<file path="src/rtl/mcycle_arith_unit.sv">
// Multi-cycle integer multiply/divide unit: one bit per clock, shift-add multiply and
// restoring divide on operand magnitudes, with sign correction applied in a final cycle.
module mcycle_arith_unit #(
  parameter int unsigned WIDTH = 32
) (
  input  logic             CLK,
  input  logic             RESET,
  input  logic             Start,
  input  logic [1:0]       MCycleOp,
  input  logic [WIDTH-1:0] Operand1,
  input  logic [WIDTH-1:0] Operand2,
  output logic [WIDTH-1:0] Result1,
  output logic [WIDTH-1:0] Result2,
  output logic [1:0]       Flags,
  output logic             DivByZero,
  output logic             Busy,
  output logic             Done
);

  localparam int unsigned CntW = $clog2(WIDTH) + 1;

  typedef enum logic [1:0] {StIdle, StRun, StFin, StDone} state_e;

  state_e               state_q;
  logic [CntW-1:0]      cnt_q;
  logic [2*WIDTH-1:0]   acc_q;
  logic [WIDTH-1:0]     mag_q;
  logic [WIDTH-1:0]     op1_q;
  logic                 is_div_q, neg_q, rem_neg_q, dbz_q;
  logic [WIDTH-1:0]     result1_q, result2_q;
  logic [1:0]           flags_q;
  logic                 div_by_zero_q, busy_q, done_q;

  // Operand capture
  logic                 sgn1, sgn2;
  logic [WIDTH-1:0]     mag1, mag2;

  // Iteration datapath
  logic [WIDTH:0]       add_sum;
  logic [WIDTH:0]       shifted;
  logic [WIDTH+1:0]     diff;
  logic [2*WIDTH-1:0]   mul_d, div_d;
  logic                 unused_diff_msb;

  // Final sign correction
  logic [2*WIDTH-1:0]   fin_prod;
  logic [WIDTH-1:0]     fin_quo, fin_rem, fin_r1, fin_r2;
  logic [1:0]           fin_flags;
  logic                 fin_dbz;

  always_comb begin
    sgn1 = MCycleOp[0] & Operand1[WIDTH-1];
    sgn2 = MCycleOp[0] & Operand2[WIDTH-1];
    mag1 = sgn1 ? ('0 - Operand1) : Operand1;
    mag2 = sgn2 ? ('0 - Operand2) : Operand2;
  end

  always_comb begin
    // Multiply: acc = {partial high, remaining multiplier bits}
    add_sum = {1'b0, acc_q[2*WIDTH-1:WIDTH]} + {1'b0, mag_q};
    mul_d   = acc_q[0] ? {add_sum, acc_q[WIDTH-1:1]} : {1'b0, acc_q[2*WIDTH-1:1]};
    // Divide: acc = {partial remainder, dividend/quotient}; borrow restores
    shifted = {acc_q[2*WIDTH-1:WIDTH], acc_q[WIDTH-1]};
    diff    = {1'b0, shifted} - {2'b00, mag_q};
    if (diff[WIDTH+1]) begin
      div_d = {shifted[WIDTH-1:0], acc_q[WIDTH-2:0], 1'b0};
    end else begin
      div_d = {diff[WIDTH-1:0], acc_q[WIDTH-2:0], 1'b1};
    end
  end

  // A non-borrowing difference is below the divisor, so its top bit is always zero.
  assign unused_diff_msb = diff[WIDTH];

  always_comb begin
    fin_prod = neg_q ? ('0 - acc_q) : acc_q;
    fin_quo  = neg_q ? ('0 - acc_q[WIDTH-1:0]) : acc_q[WIDTH-1:0];
    fin_rem  = rem_neg_q ? ('0 - acc_q[2*WIDTH-1:WIDTH]) : acc_q[2*WIDTH-1:WIDTH];
    fin_dbz  = 1'b0;
    if (!is_div_q) begin
      fin_r1    = fin_prod[WIDTH-1:0];
      fin_r2    = fin_prod[2*WIDTH-1:WIDTH];
      fin_flags = {fin_r2[WIDTH-1], (fin_prod == '0)};
    end else begin
      if (dbz_q) begin
        fin_r1  = '1;
        fin_r2  = op1_q;
        fin_dbz = 1'b1;
      end else begin
        fin_r1  = fin_quo;
        fin_r2  = fin_rem;
      end
      fin_flags = {fin_r1[WIDTH-1], (fin_r1 == '0)};
    end
  end

  always_ff @(posedge CLK) begin
    if (RESET) begin
      state_q       <= StIdle;
      cnt_q         <= '0;
      acc_q         <= '0;
      mag_q         <= '0;
      op1_q         <= '0;
      is_div_q      <= 1'b0;
      neg_q         <= 1'b0;
      rem_neg_q     <= 1'b0;
      dbz_q         <= 1'b0;
      result1_q     <= '0;
      result2_q     <= '0;
      flags_q       <= '0;
      div_by_zero_q <= 1'b0;
      busy_q        <= 1'b0;
      done_q        <= 1'b0;
    end else begin
      case (state_q)
        StIdle, StDone: begin
          done_q <= 1'b0;
          if (Start) begin
            state_q   <= StRun;
            cnt_q     <= '0;
            busy_q    <= 1'b1;
            is_div_q  <= MCycleOp[1];
            op1_q     <= Operand1;
            rem_neg_q <= MCycleOp[1] & sgn1;
            neg_q     <= sgn1 ^ sgn2;
            dbz_q     <= MCycleOp[1] & (Operand2 == '0);
            if (MCycleOp[1]) begin
              acc_q <= {{WIDTH{1'b0}}, mag1};
              mag_q <= mag2;
            end else begin
              acc_q <= {{WIDTH{1'b0}}, mag2};
              mag_q <= mag1;
            end
          end else begin
            state_q <= StIdle;
            busy_q  <= 1'b0;
          end
        end
        StRun: begin
          acc_q <= is_div_q ? div_d : mul_d;
          cnt_q <= cnt_q + CntW'(1);
          if (cnt_q == CntW'(WIDTH - 1)) begin
            state_q <= StFin;
          end
        end
        StFin: begin
          result1_q     <= fin_r1;
          result2_q     <= fin_r2;
          flags_q       <= fin_flags;
          div_by_zero_q <= fin_dbz;
          busy_q        <= 1'b0;
          done_q        <= 1'b1;
          state_q       <= StDone;
        end
        default: begin
          state_q <= StIdle;
          busy_q  <= 1'b0;
          done_q  <= 1'b0;
        end
      endcase
    end
  end

  assign Result1   = result1_q;
  assign Result2   = result2_q;
  assign Flags     = flags_q;
  assign DivByZero = div_by_zero_q;
  assign Busy      = busy_q;
  assign Done      = done_q;

endmodule
</file>
<file path="config.mk">
export PLATFORM = sky130hd
export DESIGN_NAME = mcycle_arith_unit
export DESIGN_NICKNAME = d
export VERILOG_FILES = /design/src/rtl/mcycle_arith_unit.sv
export SDC_FILE = /design/constraint.sdc
export NUM_CORES = 1
export LEC_CHECK = 0
export CAP_MARGIN = 30
export CORE_MARGIN = 2
export CORE_UTILIZATION = 28
export DETAILED_ROUTE_END_ITERATION = 6
export SLEW_MARGIN = 20
export SYNTH_ARGS = -nofsm -noshare
export SYNTH_HDL_FRONTEND = slang
export SYNTH_SLANG_ARGS = --single-unit
</file>
<file path="constraint.sdc">
create_clock -name CLK -period 4.7 [get_ports CLK]
set_clock_uncertainty 0.05 [all_clocks]
set_input_delay 0.94 -clock CLK [delete_from_list [all_inputs] [get_ports CLK]]
set_output_delay 0.94 -clock CLK [all_outputs]
set_load 0.01 [all_outputs]
</file>
==> results of run 1 <==
placed cells by master, fill, tap and decap left out, types with 39 or more instances in the layout:
master	netlist	final
dfxtp_1	209	205
o21ai_0	141	141
nand2_1	322	321
mux2i_1	59	59
xor2_1	112	112
clkdlybuf4s50_1	0	135
a21oi_1	181	181
nor2_1	225	224
a31oi_1	41	41
nand3_1	39	39
inv_1	74	74
buf_4	2	73
o211ai_1	47	47
a211oi_1	108	108
ha_1	73	72
xnor2_1	82	82
nor3_1	67	67
logic make-up (layout without fill, tap and decap cells):
| kind of cell | count (synthesis) | count (layout) | share of synthesized area (%) |
|---|---|---|---|
| AOI/OAI and AO/OA | 747 | 747 | 28.3 |
| muxes | 78 | 78 | 4.57 |
| DFF | 209 | 209 | 23.8 |
| and+or+nand+nor | 825 | 825 | 21.9 |
| adders and majority gates | 75 | 75 | 5.42 |
| xor gates and xnor gates | 194 | 194 | 9.66 |
| other | 0 | 1 | 0 |
| buffers and inverters | 281 | 332 | 6.40 |
area by class of cell:
| type | instances | share of cell area, % |
|---|---|---|
| Sequential cell | 209 | 20.3 |
| Clock buffer | 30 | 3.21 |
| Timing Repair Buffer | 212 | 9.53 |
| Inverter | 76 | 1.38 |
| Antenna cell | 1 | 0.0121 |
| Tap cell | 837 | 5.06 |
| Clock inverter | 14 | 1.11 |
| Multi-Input combinational cell | 1919 | 59.4 |
registers in the layout, summed over array words and instances, names as in the netlist:
register / count
op1_q: 32
Result1: 32
acc_q: 64
Result2: 32
mag_q: 32
Busy: 1
cnt_q: 6
state_q: 2
Flags: 2
DivByZero: 1
dbz_q: 1
neg_q: 1
rem_neg_q: 1
is_div_q: 1
Done: 1
power groups by stage:
stage          Combinational, mW  Clock (mW)  Sequential, mW
2_1_floorplan               3.66           0            2.45
6_report                    5.20        2.13            2.75
3_3_place_gp                5.06           0            2.75
3_5_place_dp                5.10           0            2.76
5_1_grt                     5.66        2.22            2.78
4_1_cts                     5.12        2.16            2.72
worst reg2reg max path, stage by stage, from the launching register on:
cell,delay (ns)
dfxtp_1,0.53
ha_1,0.38
a211oi_1,0.28
nand2_1,0.07
o21ai_0,0.27
o21ai_0,0.16
o311ai_1,0.64
a21o_1,0.57
buf_16,0.22
nor3b_1,0.07
o31a_1,0.23
a22o_1,0.19
metrics by stage:
stage          hold WS (ns)  instance area (um2)  instances  worst slack, ns
2_1_floorplan         0.386                17600       2409             1.36
3_3_place_gp          0.390                19700       3251            0.553
6_report              0.403                20700       3298            0.941
4_1_cts               0.405                20700       3297             1.02
5_1_grt               0.421                20700       3297            0.701
3_5_place_dp          0.396                19800       3253            0.527
worst min path at each step:
stage | to | slack (ns) | depth (start not counted)
floorplan | op1_q[0]$_SDFFE_PP0P_ | 0.39 | 2
global placement | rem_neg_q$_SDFFE_PP0P_ | 0.39 | 2
detailed placement | rem_neg_q$_SDFFE_PP0P_ | 0.40 | 2
CTS | rem_neg_q$_SDFFE_PP0P_ | 0.40 | 2
global route | op1_q[14]$_SDFFE_PP0P_ | 0.42 | 2
finish | op1_q[14]$_SDFFE_PP0P_ | 0.40 | 2
metal layers:
layer / wire length (um) / part of all wire, %
met2: 27300 / 40
met4: 1980 / 2.9
met1: 32300 / 47
met5: 0 / 0
met3: 6920 / 10
==> impl_results.md, run 1 <==
- Crit path capture: acc_q[38]$_SDFFE_PP0P_
- Number of synthesized flops with an enable pin: 0
- Leakage power: just under 8 nW
- Worst hold path type: reg -> reg
- R2R depth: 11
- Worst-Margin Slew: between 0.9 and 1 ns
- Met3 usage: 3.34%
- # setup viols final: 0
- Clock buffer depth: 3
- WP depth: 11
- DR WL/cell: roughly 21 um
- Worst-path cell with the longest stage delay: o311ai_1
- Core area: 61900 um2
- Initial antenna violation count: 4
- Kind of critical path: reg -> reg
- Ys async rst share: 0%
- Multi-input gate area: 12300 um2
- Via density: 5.57
- Vias in the first global route: 16232
- Worst rel slew slack: approximately 40%
- Area grow syn2layout: 17.6%
- DRT antenna net count: 0
- PnR Total Power: 10.1 mW
- RSZ-0062 raised after global routing: false
- Filler cell count: 6656
- Switching Power: between 4 and 5 mW
- Placer Congestion: 0.996
- Clock sink count: 209
- Yosys cell types: between 80 and 90
- Max Cap Viol: 0
- WL final: 68500 um
- Hold Startpoint: op1_q[14]$_SDFFE_PP0P_
- Crit-path cells: ha_1 > a211oi_1 > nand2_1 > o21ai_0 > o21ai_0 > o311ai_1 > a21o_1 > buf_16 > nor3b_1 > o31a_1 > a22o_1
- Area fraction of the dominant cell type after synthesis: 23.8%
- # Post-CTS Setup Buffers: 0
- Clk pwr share: 21.1%
- Inserted Clock Buffers: 24
- CP startpoint kind: register
- Routed via count: 18355
- Pwr dens: 487 nW/um2
- First-pass GRT wire length: a little over 100000 um
- Internal power: 5.42 mW
- GRT Total Usage: 20.4%
- R2R Setup Slk: 0.94 ns
- Tcrit/Tclk final: 80.0%
- Router iterations before antenna repair: 6
- CTS root buf: clkbuf_16
- Clock slew at reported path FFs: 0.06 ns
- Drc violations: 0
- Yosys warning total: 0
- Logic pwr share: 51.6%
- Initial Utilization: 28.4%
- CTS Hold Bufs: 0
- Synth area leaders: dfxtp_1 (24%), nand2_1 (6.9%), xor2_1 (5.6%)
- Synthesized area: ~18000 um2
- CP top delay family: compound AO/OA/AOI/OAI gates
- Crit. End Element: register
- Cell taking the most area after synthesis: dfxtp_1
- Initial DRC count: 2434
- Ports: roughly 140
- WP data required: a little over 5 ns
- Sw frac: a little under half
- H-tree Lvls: 1
- Post-DP HPWL: 52400 um
- Synth Net Count: 2553
- GR Layer Usage met2: 28.6%
- Sum Neg Setup Slack: 0 ns
- Fin crit period: around 3.8 ns
- Mapped Cells: approximately 2400
- Die Wd: around 250 um
- Commonest cells post-synth: nand2_1 (322), nor2_1 (225), dfxtp_1 (209)
- Area of the die: ~65000 um2
- Share of cells above drive strength 1: 7.68%
- Max FO, Critical Path: 21
- Seq/Total Area, Yosys: 23.8%
- Post_cts resized: 0
- M1 GR Usage: 31.4%
- Final core utilization: 33.4%
- GRT busiest layer: met1
- Outcome: completed
- Worst IR Drop VDD: 0.328 mV
- Seq cells post-synth: 209
- Synth Area per Inst: 7.30 um2
- R2r startpoint: acc_q[53]$_SDFFE_PP0P_
- WP data arrival: 4.16 ns
- Slowest stage delay, CP: ~0.64 ns
- R2R Path End: acc_q[38]$_SDFFE_PP0P_
- Sequential cell area: 4190 um2
- Layout Nets: 2586
- Clock latency on the worst-skew pair: 0.57 ns
- Max Slew Vio Count: 0
- Overflow after GRT: 0
- Die Height: 255 um
- Top-count cell post-synth: nand2_1
- FP Rows: 91
- Fmax: approximately 270 MHz
- Most used cell, CP: o21ai_0
- Most common flop cell mapped by yosys: dfxtp_1
- Port Buffers: 137
- Sequential Power Share: 27.3%
- CTS tree: built
- Final Hold Viols: 0
- Crit path from: acc_q[53]$_SDFFE_PP0P_
- CP Buf/Inv Count: 1
- Largest net degree at the start of global routing: 108
No activity file was read; power rests on OpenSTA's default activity.
==> inputs of run 2 (changes only) <==
clock period = 3.2 ns   (was 4.7 ns; I/O delays follow)
==> run 2 against run 1 <==
Against the previous run:
- via count rose by 4.7%
- largest cell class unchanged
- clock power rose by 45%
- first-iteration DRC count fell by 11%
- combinational power rose by 82%
- final cell count rose by 8.5%
- maximum frequency rose by 20%
- core utilization rose by 3.9 points
- sequential share of layout area fell by 2.1 points
- count of clock-buffer cells in the layout rose by 9
- critical endpoint is now acc_q[61]$_SDFFE_PP0P_
==> impl_results.md, run 2 (synthesized netlist as in run 1, its figures left out) <==
- Outcome: completed
- Number of flip-flops in the largest register: 64
- Max FO, Critical Path: 3
- DRT antenna net count: 0
- PnR Total Power: 16.3 mW
- Worst-Margin Slew: ~0.95 ns
- Leakage power: around 9 nW
- Commonest non-fill, non-tap cell in the layout: buf_4
- Drc violations: 0
- Kind of critical path: reg -> reg
- Diodes inserted: 0
- Largest Register: acc_q
- Sequential cell area: about 4200 um2
- Dpl ws: -0.252 ns
- Clock slew at reported path FFs: about 0.070 ns
- Vias in the first global route: approximately 18000
- Clock sink count: roughly 210
- Initial DRC count: 2175
- Clock latency on the worst-skew pair: 0.57 ns
- Tcrit/Tclk final: a little over nine tenths
- Initial antenna violation count: 2
- Initial Utilization: ~28%
- Via density: 5.37
- Inserted Clock Buffers: 26
- Final Hold Viols: 0
- Worst rel slew slack: a little under two fifths
- Die Height: 255 um
- Largest net degree at the start of global routing: between 100 and 150
- Fmax: 320 MHz
- CTS tree: built
- Worst setup margin: about 0.077 ns
- Fin crit period: between 3 and 4 ns
- GRT Total Usage: 21.7%
- Max Slew Vio Count: 0
- Port Buffers: 137
- Multi-input gate area: 12500 um2
- Max Cap Viol: 0
- FP Rows: 91
- Ports: 138
- Die Wd: 255 um
- RSZ-0062 raised after global routing: true
- Crit. End Element: register
- Post-DP HPWL: 56900 um
- Layout Nets: 2866
- DR WL/cell: slightly above 20 um
- CTS Hold Bufs: 0
- Worst hold path type: in -> reg
- Worst IR Drop VDD: 0.435 mV
- CP startpoint kind: register
- Final core utilization: 37.3%
- WP data required: 3.66 ns
- H-tree Lvls: 1
- Hold Slack: around 0.38 ns
- Clock buffer depth: 3
- Filler cell count: around 6500
- Area grow syn2layout: 31.4%
- Router iterations before antenna repair: 5
- First-pass GRT wire length: 108000 um
- Share of cells above drive strength 1: 18.8%
- Routed via count: 19221
- Core area: 61900 um2
- Commonest cells after routing, fill and taps aside: buf_4 (342), nand2_1 (320), nor2_1 (224), dfxtp_1 (199), a21oi_1 (178)
- Overflow after GRT: 0
- # setup viols final: 0
- Placer Congestion: 0.973
- Area of the die: 64800 um2
- Pwr dens: 707 nW/um2
- WP data arrival: approximately 3.6 ns
- CTS root buf: clkbuf_16
- WL final: 73000 um
run 2: metrics by stage:
step / instances / cell area, um2 / setup TNS (ns)
6_report: 3577 / 23100 / 0
3_3_place_gp: 3524 / 21900 / -3.26
2_1_floorplan: 2409 / 17600 / 0
5_1_grt: 3577 / 23100 / -0.00139
4_1_cts: 3571 / 22800 / 0
3_5_place_dp: 3524 / 21900 / -3.96
run 2: worst max-delay path, cell delays in order (launching register included):
cell       delay, ns
dfxtp_1         0.33
buf_4           0.12
ha_1            0.19
inv_2           0.05
fa_2            0.39
nor2b_2         0.15
o31a_1          0.24
o2111ai_2       0.14
a21oi_1         0.19
buf_4           0.17
o211ai_1        0.12
a31oi_2         0.20
mux2_2          0.36
a221oi_1        0.25
a21o_1          0.12
run 2: final timing paths:
check	startpoint	end	slack [ns]	depth (start not counted)
worst max-delay path	mag_q[0]$_SDFFE_PP0P_	acc_q[61]$_SDFFE_PP0P_	0.08	14
worst min-delay path	RESET	acc_q[18]$_SDFFE_PP0P_	0.38	2
worst max register to register	mag_q[0]$_SDFFE_PP0P_	acc_q[61]$_SDFFE_PP0P_	0.08	14
worst min register to register	op1_q[1]$_SDFFE_PP0P_	op1_q[1]$_SDFFE_PP0P_	0.41	2
run 2: cell type report:
class	instances	share of cell area (%)
tap	837	4.53
inverter	76	1.23
sequential	209	18.2
timing repair buffer	490	18.0
multi-input combinational	1919	54.2
clock inverter	7	0.319
clock buffer	39	3.55
run 2: power by group:
part	internal, mW	switching, mW
Clock	1.84	1.23
Combinational	3.98	5.49
Sequential	3.17	0.609
run 2: layer usage:
layer	up-vias	routed length [um]	GRT usage, %
met5	-	0	0
met4	0	2600	6.92
met3	116	8270	5.43
met2	844	29400	30.9
met1	8949	32700	31.5
li1	9312	-	-
run 2: timing repair:
action                                  CTS  global route
endpoints found under the setup margin    8            28
setup buffers                             1             3
pin swaps                                 1            20
resized for setup                         5            57
gates cloned                              0             2
==> inputs of run 3 (changes only) <==
CTS_CLUSTER_DIAMETER = 120   (was not set)
==> results of run 3 <==
Final layout, timing and power as in run 2 (identical DEF).
